### config.mk
export PLATFORM = sky130hd
export DESIGN_NAME = uart_tx_arbiter
export DESIGN_NICKNAME = d
export VERILOG_FILES = /design/src/rtl/uart_pkg.sv /design/src/rtl/rr_arbiter.sv /design/src/rtl/uart_tx_arbiter.sv
export SDC_FILE = /design/constraint.sdc
export NUM_CORES = 1
export LEC_CHECK = 0
export CAP_MARGIN = 10
export CORE_MARGIN = 5
export CORE_UTILIZATION = 44
export DETAILED_ROUTE_END_ITERATION = 8
export PLACE_DENSITY = 0.8
export SYNTH_ARGS = -nofsm -noshare
export SYNTH_HDL_FRONTEND = slang
export SYNTH_SLANG_ARGS = --single-unit
### constraint.sdc
create_clock -name clk -period 2.4 [get_ports clk]
set_input_delay 0.48 -clock clk [delete_from_list [all_inputs] [get_ports clk]]
set_output_delay 0.48 -clock clk [all_outputs]
set_load 0.05 [all_outputs]
### src/rtl/uart_pkg.sv
// Shared UART definitions: frame geometry and the TX arbiter state encoding.
package uart_pkg;

  localparam int DATA_W     = 8;
  localparam int FRAME_BITS = 10;

  typedef enum logic [1:0] {
    IDLE,
    START,
    WAIT
  } tx_arb_state_t;

endpackage

### src/rtl/rr_arbiter.sv
// Combinational rotate-priority search: first asserted request after ptr, wrapping.
module rr_arbiter #(
  parameter int N_REQ = 4,
  parameter int IDW   = $clog2(N_REQ)
) (
  input  logic [N_REQ-1:0] req,
  input  logic [IDW-1:0]   ptr,
  output logic [N_REQ-1:0] gnt,
  output logic [IDW-1:0]   gnt_id,
  output logic             any_gnt
);

  logic [IDW-1:0]   cand_id [N_REQ];
  logic [N_REQ-1:0] hit;

  // Candidate gi is the requester (gi+1) places after ptr; ptr < N_REQ so one wrap suffices.
  for (genvar gi = 0; gi < N_REQ; gi++) begin : g_cand
    logic [IDW:0] sum;
    assign sum         = {1'b0, ptr} + (IDW+1)'(gi + 1);
    assign cand_id[gi] = (sum >= (IDW+1)'(N_REQ)) ? IDW'(sum - (IDW+1)'(N_REQ)) : IDW'(sum);
    assign hit[gi]     = req[cand_id[gi]];
  end

  always_comb begin
    gnt_id  = '0;
    any_gnt = 1'b0;
    for (int k = N_REQ - 1; k >= 0; k--) begin
      if (hit[k]) begin
        gnt_id  = cand_id[k];
        any_gnt = 1'b1;
      end
    end
    gnt         = '0;
    gnt[gnt_id] = any_gnt;
  end

endmodule

### src/rtl/uart_tx_arbiter.sv
// Round-robin front end for a single uart_transmitter; frame length is timed locally
// so the transmitter needs no busy/done feedback.
module uart_tx_arbiter #(
  parameter int N_REQ        = 4,
  parameter int DATA_W       = uart_pkg::DATA_W,
  parameter int CLKS_PER_BIT = 16,
  parameter int FRAME_BITS   = uart_pkg::FRAME_BITS
) (
  input  logic                      clk,
  input  logic                      i_reset,
  input  logic [N_REQ-1:0]          i_req_valid,
  input  logic [N_REQ*DATA_W-1:0]   i_req_data,
  output logic [N_REQ-1:0]          o_req_ready,
  output logic [DATA_W-1:0]         o_data,
  output logic                      o_start_transmission,
  output logic                      o_busy,
  output logic [$clog2(N_REQ)-1:0]  o_grant_id
);

  import uart_pkg::*;

  localparam int IDW       = $clog2(N_REQ);
  localparam int FRAME_CYC = CLKS_PER_BIT * FRAME_BITS;
  localparam int TW        = $clog2(FRAME_CYC);
  localparam logic [TW-1:0] RELOAD = TW'(FRAME_CYC - 1);

  tx_arb_state_t state_q, state_d;
  logic [DATA_W-1:0] data_q, data_d;
  logic              start_q, start_d;
  logic              busy_q, busy_d;
  logic [IDW-1:0]    grant_q, grant_d;
  logic [IDW-1:0]    ptr_q, ptr_d;
  logic [TW-1:0]     timer_q, timer_d;

  logic [N_REQ-1:0]  arb_gnt;
  logic [IDW-1:0]    arb_gnt_id;
  logic              arb_any;

  rr_arbiter #(
    .N_REQ (N_REQ),
    .IDW   (IDW)
  ) u_rr (
    .req     (i_req_valid),
    .ptr     (ptr_q),
    .gnt     (arb_gnt),
    .gnt_id  (arb_gnt_id),
    .any_gnt (arb_any)
  );

  always_comb begin
    state_d = state_q;
    data_d  = data_q;
    start_d = 1'b0;
    busy_d  = busy_q;
    grant_d = grant_q;
    ptr_d   = ptr_q;
    timer_d = timer_q;
    unique case (state_q)
      IDLE: begin
        if (arb_any) begin
          data_d  = i_req_data[arb_gnt_id*DATA_W +: DATA_W];
          grant_d = arb_gnt_id;
          ptr_d   = arb_gnt_id;
          busy_d  = 1'b1;
          start_d = 1'b1;
          state_d = START;
        end
      end
      START: begin
        timer_d = RELOAD;
        state_d = WAIT;
      end
      WAIT: begin
        if (timer_q == '0) begin
          busy_d  = 1'b0;
          state_d = IDLE;
        end else begin
          timer_d = timer_q - TW'(1);
        end
      end
      default: state_d = IDLE;
    endcase
  end

  always_ff @(posedge clk) begin
    if (!i_reset) begin
      state_q <= IDLE;
      data_q  <= '0;
      start_q <= 1'b0;
      busy_q  <= 1'b0;
      grant_q <= '0;
      ptr_q   <= IDW'(N_REQ - 1);
      timer_q <= '0;
    end else begin
      state_q <= state_d;
      data_q  <= data_d;
      start_q <= start_d;
      busy_q  <= busy_d;
      grant_q <= grant_d;
      ptr_q   <= ptr_d;
      timer_q <= timer_d;
    end
  end

  // Ready is offered only in IDLE and never while reset is held.
  assign o_req_ready          = (state_q == IDLE && i_reset) ? arb_gnt : '0;
  assign o_data               = data_q;
  assign o_start_transmission = start_q;
  assign o_busy               = busy_q;
  assign o_grant_id           = grant_q;

endmodule

==> reports/qor.csv <==
metric;value;unit
status;finished clean;
yosys_register_bits;24;
port_buffers;53;
worstHoldEndpoint;o_grant_id[1]$_SDFFE_PN0P_;
remaining_drc_errors;0;
final_cell_mix;clkdlybuf4s50_1 (45), buf_4 (24), dfxtp_1 (22), a21oi_1 (12);
p_clk_frac;0.138;
pwr-share-comb;0.505;
grt_pass1_wl;7240;um
synth_cell_type_count;49;
drv_cap;0;
fillers;240;
initial_utilization;0.462;
whs_path_depth;2;
leakage;0.871;nW
path_class;in -> out;
synth_nets;195;
grt_pass1_vias;1601;
instances_no_fill;275;
grt_overflow;0;
power;1.52;mW
via_per_inst;5.59;
syn_area;1410;um^2
r2r_cells;7;
num_rows;20;
synthFlopType;dfxtp_1;
tightestPinTransition;699;ps
die-area;4440;um^2
slew_headroom;0.527;
tns;0;ps
seq_power_share;0.357;
antenna_found_initial;0;
crit_path_end_kind;output pin;
cp.required;1920;ps
ctsHoldBuffers;0;
grt_usage;0.207;
setup_viol_count_final;0;
max_clock_freq;436;MHz
grt_setup_unrepaired;no;
cts_tree;built;
p_int;0.909;mW
dr.pass1.iters;5;
slew_viol_final;0;
worst_r2r_endpoint;timer_q[6]$_SDFFE_PN0P_;
avgSynthCellArea;9.10;um^2
worstHoldStart;o_grant_id[1]$_SDFFE_PN0P_;
synth-edff-count;0;
hold_viol_final;0;
clock_latency;310;ps
antenna_left;0;
final_common_cell;clkdlybuf4s50_1;
ioPinCount;54;
cts_sinks;24;
ys_seq_area_frac;0.341;
wl_per_cell;16.5;um
rr_startpoint;timer_q[0]$_SDFFE_PN0P_;
p_switching;0.611;mW
grt_max_degree;14;
p_per_area;676;nW/um^2
first_iter_violations;106;
cts_buffers;3;
ys.warnings.count;0;
place_congestion;0.858;
placed_area;2160;um^2
fin_crit_sh;0.957;
clk_pin_slew;130;ps
die_h;66.6;um
vias;1537;
drt-total-wl;4530;um
start_kind;input port;
netlist_instances;155;
final_area;2250;um^2
final.setup_skew;2.30;ps
ys_async_sr_fraction;0;
area.growth.synth_to_final;59.5;%
r2r_slack;330;ps
clock_path_buffers;2;
die_x;66.6;um
ir_drop;0.367;mV
hold_class;reg -> reg;
htreeDepth;1;
drive_gt1_frac;0.247;
swShare;0.402;
cts-root-buf;clkbuf_4;
min_period;2300;ps
n_antenna_cell;0;
cp.arrival;1820;ps
fin_nets;272;
dp.cells;268;
dpl.hpwl;3570;um
core_area;3050;um^2
worstPathMaxFanout;5;
## sequential cells by signal, summed over array words and instances, names as in the netlist
signal,count
o_busy,1
ptr_q,2
o_grant_id,2
o_start_transmission,1
o_data,8
timer_q,8
state_q,2
## worst max-delay path, cell delays in order
cell and delay (ps):
clkdlybuf4s50_1 490, inv_2 90, nor4_4 280, o21ai_2 140
nor2_2 180, buf_12 150
## repair_timing
item	CTS	global route
buffers inserted	3	0
pin swaps	3	5
endpoints found under the setup margin	4	4
resized for setup	8	9
## power by group through the flow
stage	registers, mW	clock network, mW	logic, mW
floorplan	0.649	0	0.342
global placement	0.541	0	0.712
detailed placement	0.547	0	0.735
CTS	0.539	0.217	0.755
global route	0.553	0.233	0.819
finish	0.542	0.210	0.768
## layout make-up
type	instances	area [um^2]	area share
flip-flops and latches	24	483	0.215
multi-input cells	123	921	0.410
inverters	3	11.3	0.00501
repair buffers	77	742	0.330
well taps	44	55.1	0.0245
clock buffers	4	36.3	0.0161
## metrics by stage
| stage | setup WS (ps) | util | hold slack [ps] |
|---|---|---|---|
| global placement | -227 | 0.709 | 452 |
| detailed placement | -273 | 0.709 | 451 |
| global route | 4.66 | 0.736 | 487 |
| CTS | -1.49 | 0.730 | 469 |
| floorplan | 22.4 | - | 488 |
| finish | 104 | 0.736 | 470 |
## cells in the mapped netlist, types with 3 or more instances
| library cell | count | share of area |
|---|---|---|
| a21oi_1 | 12 | 0.043 |
| a221o_1 | 6 | 0.043 |
| and2_1 | 3 | 0.013 |
| buf_2 | 3 | 0.011 |
| dfxtp_1 | 24 | 0.34 |
| mux2_1 | 5 | 0.040 |
| mux2i_1 | 5 | 0.035 |
| nand2_1 | 11 | 0.029 |
| nand3_1 | 8 | 0.028 |
| nand3b_1 | 3 | 0.016 |
| nor2_1 | 11 | 0.029 |
| nor2b_1 | 4 | 0.018 |
| nor3_1 | 5 | 0.018 |
| o21ai_0 | 8 | 0.028 |
| o21ai_1 | 4 | 0.014 |
## layer usage
metal,share of wire,track usage,vias to the layer above
li1,-,-,739
met5,0,0,-
met2,0.52,0.411,71
met3,0.095,0.0455,12
met4,0.023,0.0609,0
met1,0.36,0.210,715
## cells by family after synthesis
family	share of synthesized area
adders and majority gates	0.0177
and+or+nand+nor	0.250
AOI/OAI and AO/OA	0.264
buffers and inverters	0.0293
DFF	0.341
xor gates and xnor gates	0.0124
muxes	0.0861
## how the worst max path moves through the flow
stage,start,endpoint,cells past startpoint
after floorplan,i_req_valid[0],o_req_ready[0],4
after global placement,i_req_valid[0],o_req_ready[2],6
after detailed placement,i_req_valid[0],o_req_ready[2],6
after CTS,i_reset,o_req_ready[1],6
after global routing,i_reset,o_req_ready[1],6
final,i_reset,o_req_ready[0],6
Note: power is estimated with default switching activity, not from simulation.
